`config.mk`:
```
export PLATFORM = sky130hd
export DESIGN_NAME = uart_tx
export DESIGN_NICKNAME = d
export VERILOG_FILES = /design/src/rtl/uart_pkg.sv /design/src/rtl/piso_shift_register.sv /design/src/rtl/uart_tx.sv
export SDC_FILE = /design/constraint.sdc
export NUM_CORES = 1
export LEC_CHECK = 0
export ABC_AREA = 1
export BUFFER_PORTS_ARGS = -buffer_cell sky130_fd_sc_hd__clkbuf_2
export CORE_ASPECT_RATIO = 1.4
export CORE_MARGIN = 4
export CORE_UTILIZATION = 58
export CTS_CLUSTER_SIZE = 20
export DETAILED_ROUTE_END_ITERATION = 10
export GPL_TIMING_DRIVEN = 1
export PLACE_DENSITY = 0.82
export SYNTH_ARGS = -nofsm -noshare
export SYNTH_HDL_FRONTEND = slang
export SYNTH_SLANG_ARGS = --single-unit
```
`constraint.sdc`:
```
create_clock -name clk -period 1.8 [get_ports clk]
set_input_delay 0.36 -clock clk [delete_from_list [all_inputs] [get_ports clk]]
set_output_delay 0.36 -clock clk [all_outputs]
set_load 0.1 [all_outputs]
```
`src/rtl/uart_pkg.sv`:
```
// Shared UART definitions: transmit FSM states, frame constants and a parity helper.
package uart_pkg;

  localparam int unsigned UART_DATA_BITS            = 8;
  localparam int unsigned UART_DEFAULT_CLKS_PER_BIT = 434;

  typedef enum logic [2:0] {
    IDLE,
    START,
    DATA,
    PARITY,
    STOP
  } uart_tx_state_t;

  // Parity bit that makes the total count of ones even (odd = 0) or odd (odd = 1).
  function automatic logic uart_parity(input logic [UART_DATA_BITS-1:0] data, input logic odd);
    return (^data) ^ odd;
  endfunction

endpackage

```
`src/rtl/piso_shift_register.sv`:
```
// Parallel-in / serial-out shifter; shifts right with zero fill, bit 0 is the serial output.
module piso_shift_register
  import uart_pkg::*;
(
  input  logic                      clk,
  input  logic                      nrst,
  input  logic                      load_en,
  input  logic                      shift_en,
  input  logic [UART_DATA_BITS-1:0] data_i,
  output logic                      serial_o
);

  logic [UART_DATA_BITS-1:0] shreg_q;

  // Load has priority over shift; both are synchronous to clk.
  always_ff @(posedge clk) begin
    if (!nrst) begin
      shreg_q <= '0;
    end else if (load_en) begin
      shreg_q <= data_i;
    end else if (shift_en) begin
      shreg_q <= {1'b0, shreg_q[UART_DATA_BITS-1:1]};
    end
  end

  assign serial_o = shreg_q[0];

endmodule

```
`src/rtl/uart_tx.sv`:
```
// UART transmit engine: byte handshake in, start/data/parity/stop frame out on a registered line.
module uart_tx
  import uart_pkg::*;
#(
  parameter int unsigned CLKS_PER_BIT = UART_DEFAULT_CLKS_PER_BIT,
  parameter bit          PARITY_EN    = 1'b0,
  parameter bit          PARITY_ODD   = 1'b0,
  parameter int unsigned STOP_BITS    = 1
) (
  input  logic       clk,
  input  logic       nrst,
  input  logic [7:0] tx_data_i,
  input  logic       tx_valid_i,
  output logic       tx_ready_o,
  output logic       tx_o,
  output logic       tx_busy_o
);

  localparam int unsigned     CntW     = $clog2(CLKS_PER_BIT);
  localparam logic [CntW-1:0] CntMax   = CntW'(CLKS_PER_BIT - 1);
  localparam logic [2:0]      LastData = 3'(UART_DATA_BITS - 1);
  localparam logic [2:0]      LastStop = 3'(STOP_BITS - 1);

  uart_tx_state_t  state_q, state_d;
  logic [CntW-1:0] cnt_q, cnt_d;
  logic [2:0]      bit_idx_q, bit_idx_d;
  logic            tx_q, tx_d;
  logic            parity_q, parity_d;
  logic            accept, bit_done, shift_en, serial;

  assign tx_ready_o = (state_q == IDLE) && nrst;
  assign tx_busy_o  = (state_q != IDLE);
  assign tx_o       = tx_q;
  assign accept     = tx_valid_i && tx_ready_o;
  assign bit_done   = (state_q != IDLE) && (cnt_q == CntMax);
  // Shift as each data bit is copied into tx_q, so serial always holds the next bit to send.
  assign shift_en   = bit_done && ((state_q == START) || (state_q == DATA));

  piso_shift_register u_shift (
    .clk      (clk),
    .nrst     (nrst),
    .load_en  (accept),
    .shift_en (shift_en),
    .data_i   (tx_data_i),
    .serial_o (serial)
  );

  // Next-state, baud counter and next line value; tx_q is loaded one edge ahead of each bit.
  always_comb begin
    state_d   = state_q;
    cnt_d     = cnt_q;
    bit_idx_d = bit_idx_q;
    tx_d      = tx_q;
    parity_d  = parity_q;
    if (state_q != IDLE) begin
      cnt_d = bit_done ? '0 : cnt_q + 1'b1;
    end
    unique case (state_q)
      IDLE: begin
        tx_d      = 1'b1;
        cnt_d     = '0;
        bit_idx_d = '0;
        if (accept) begin
          state_d  = START;
          tx_d     = 1'b0;
          // Same byte the shifter latches on this edge.
          parity_d = uart_parity(tx_data_i, PARITY_ODD);
        end
      end
      START: begin
        if (bit_done) begin
          state_d = DATA;
          tx_d    = serial;
        end
      end
      DATA: begin
        if (bit_done) begin
          if (bit_idx_q == LastData) begin
            bit_idx_d = '0;
            if (PARITY_EN) begin
              state_d = PARITY;
              tx_d    = parity_q;
            end else begin
              state_d = STOP;
              tx_d    = 1'b1;
            end
          end else begin
            bit_idx_d = bit_idx_q + 3'd1;
            tx_d      = serial;
          end
        end
      end
      PARITY: begin
        if (bit_done) begin
          state_d = STOP;
          tx_d    = 1'b1;
        end
      end
      STOP: begin
        // bit_idx doubles as the stop-bit counter.
        if (bit_done) begin
          if (bit_idx_q == LastStop) begin
            state_d   = IDLE;
            bit_idx_d = '0;
          end else begin
            bit_idx_d = bit_idx_q + 3'd1;
          end
        end
      end
      default: begin
        state_d = IDLE;
        tx_d    = 1'b1;
      end
    endcase
  end

  // State registers with synchronous active-low reset; reset forces the line to mark.
  always_ff @(posedge clk) begin
    if (!nrst) begin
      state_q   <= IDLE;
      cnt_q     <= '0;
      bit_idx_q <= '0;
      tx_q      <= 1'b1;
      parity_q  <= 1'b0;
    end else begin
      state_q   <= state_d;
      cnt_q     <= cnt_d;
      bit_idx_q <= bit_idx_d;
      tx_q      <= tx_d;
      parity_q  <= parity_d;
    end
  end

endmodule

```
==> impl_metrics.yaml <==
critical_path:
  critPathLaunchType: "flip-flop"
  reg2reg_from: "cnt_q[0]"
  cp-end-kind: "output port"
  critPathKind: "flip-flop to output port"
  cp.required_ps: 1440
  r2r_slack_ps: 220
  crit_fanout: 10
  startpoint: "state_q[0]"
  arrival_ps: 1370
clock_network:
  cts_htree_levels: 1
  insertion_delay_ps: 310
  clk_pin_slew_ps: 130
  cts_tree: "done"
  clock_path_buffers: 2
  numCtsBuffers: 3
  clock_sinks: 24
  clockRootBuffer: "clkbuf_4"
  cts_hold_buf: 0
pwr:
  p_sw_frac: 0.486
  power_frac_seq: 0.336
  ir_drop_mv: 0.863
  p_clk_frac: 0.115
  cellInternalPower_w: 0.00105
  p_sw_w: 0.000987
  p_total_w: 0.00203
  leakagePower_nw: 0.756
  p_per_area_nw_per_um2: 1270
  combPwrFrac: 0.550
timing:
  relSlewSlack: 0.643
  tns_ps: 0
  finalSetupViolCount: 0
  report.final.slew_viol_count: 0
  min_period_ps: 1730
  clock.fmax_mhz: 579
  rsz0062_at_grt: "no"
  finClkSkew_ps: 7.42
  fin_crit_sh: 0.959
  hold_slack_ps: 271
  tightest_slew_ps: 538
  hold_viol: 0
floorplanning:
  start_util: 0.609
  rows: 21
  die_h_um: 67.3
  die_w_um: 50.3
  ioPinCount: 14
  coreArea_um2: 2390
  die_area_um2: 3390
yosys:
  synth.distinct_cells: 24
  yosysTopAreaCellShare: 0.330
  yosysSeqAreaShare: 0.330
  synth_area_leader_cell: "dfxtp_1"
  ys_ff_latch: 24
  netlist_area_um2: 1460
  synth_cells: 214
  syn_area_per_cell_um2: 6.80
  synthesis.nets: 230
  synth_area_leaders: "dfxtp_1, nand2_1, nor2_1"
  yosysWarnings: 0
hold_path:
  worstHoldStart: "tx_data_i[7]"
  hold_class: "primary input to flip-flop"
routing:
  vias_per_cell: 5.06
  routed_wl_um: 2750
  antenna_left: 0
  num_vias: 1330
  drc: 0
  initialDrtViolationCount: 37
  first_pass_iters: 4
  wl_per_cell_um: 10.4
final_layout:
  fill_cells: 237
  area_growth_pct: 9.72
  diodes: 0
  layout-drive-gt1-share: 0.166
  final_cell_mix: "nand2_1, nor2_1, dfxtp_1, inv_1, nand3_1"
  multi_input_area_um2: 847
  stdcell_count: 263
  register_area_um2: 480
  layout_commonest_cell: "nand2_1"
  nNetsFinal: 247
flow_run:
  drv_cap: 0
placement:
  place.port_buffers: 13
  dp_cells: 259
  post-dp-hpwl_um: 2220
  gp_congestion: 0.806
run_status:
  status: "completed"
global_route:
  grt_max_degree: 17
  grt_pass1_vias: 1271
  grt_usage: 0.188
  antenna_found_initial: 0
  grt.overflow.total: 0
  grt_pass1_wl_um: 5000
## layer usage
metal  global-route usage  up-vias  part of all wire
met4               0.0774        0             0.016
met5                    0        -                 0
li1                     -      708                 -
met1                0.184      596              0.40
met2                0.381       20              0.56
met3               0.0331        6             0.030
## through the flow
| stage | utilization | setup WS [ps] | area (µm²) |
|---|---|---|---|
| floorplan | - | 85.2 | 1460 |
| global placement | 0.655 | 319 | 1570 |
| detailed placement | 0.655 | 226 | 1570 |
| CTS | 0.665 | 31.2 | 1590 |
| global route | 0.668 | 8.78 | 1600 |
| finish | 0.668 | 73.6 | 1600 |
## power groups by stage
stage               combinational, W  sequential, W  clock, W
floorplan                   0.000819       0.000733         0
global placement             0.00109       0.000689         0
detailed placement           0.00111       0.000695         0
CTS                          0.00111       0.000682  0.000240
global route                 0.00125       0.000691  0.000262
finish                       0.00112       0.000682  0.000233
## Yosys cell counts
cell type / number
nor2_4: 2
nand2_8: 3
a21boi_0: 1
ha_1: 5
a21oi_1: 14
nor2_8: 1
nand3_2: 1
nor2_1: 27
nand4_1: 3
nand2_2: 1
buf_6: 3
nor3_1: 2
nand2b_1: 1
dfxtp_1: 24
nand2_1: 71
inv_1: 20
nand2_4: 1
nor2_2: 4
a31oi_1: 1
nand3_1: 18
o21ai_0: 3
o21ai_1: 1
nor3_4: 2
inv_2: 5
## worst max-delay path, stage by stage, from the launching register on
cell and delay, ps:
dfxtp_1 380, nor2_4 200, nand2_8 130, nor2_8 160
buf_12 190
## worst paths after layout
kind	end	cells after the start
setup / recovery	tx_ready_o	4
hold / removal	u_shift.shreg_q[7]	3
setup reg to reg	bit_idx_q[2]	8
hold reg to reg	cnt_q[0]	1
## cells by family after synthesis
family | after synthesis | synth area share
buffers and inverters | 28 | 0.0877
adder cells (fa/ha/maj) | 5 | 0.0430
flip-flops | 24 | 0.330
AO/OA/AOI/OAI | 20 | 0.0714
AND/OR/NAND/NOR | 137 | 0.468
## state kept, by name, indices dropped and copies added, names as in the netlist
signal,cells
cnt_q,9
u_shift.shreg_q,8
bit_idx_q,3
state_q,3
tx_o,1
## layout make-up
type,instances,share of cell area
Multi-Input combinational cell,162,0.531
Sequential cell,24,0.301
Timing Repair Buffer,15,0.0690
Inverter,25,0.0588
Tap cell,34,0.0266
Clock buffer,3,0.0141
## timing repair
item                                    4_1_cts  5_1_grt
buffers inserted                              0        1
resized for setup                             0        0
endpoints found under the setup margin        0        1
Power figures use the tool's default switching activity.
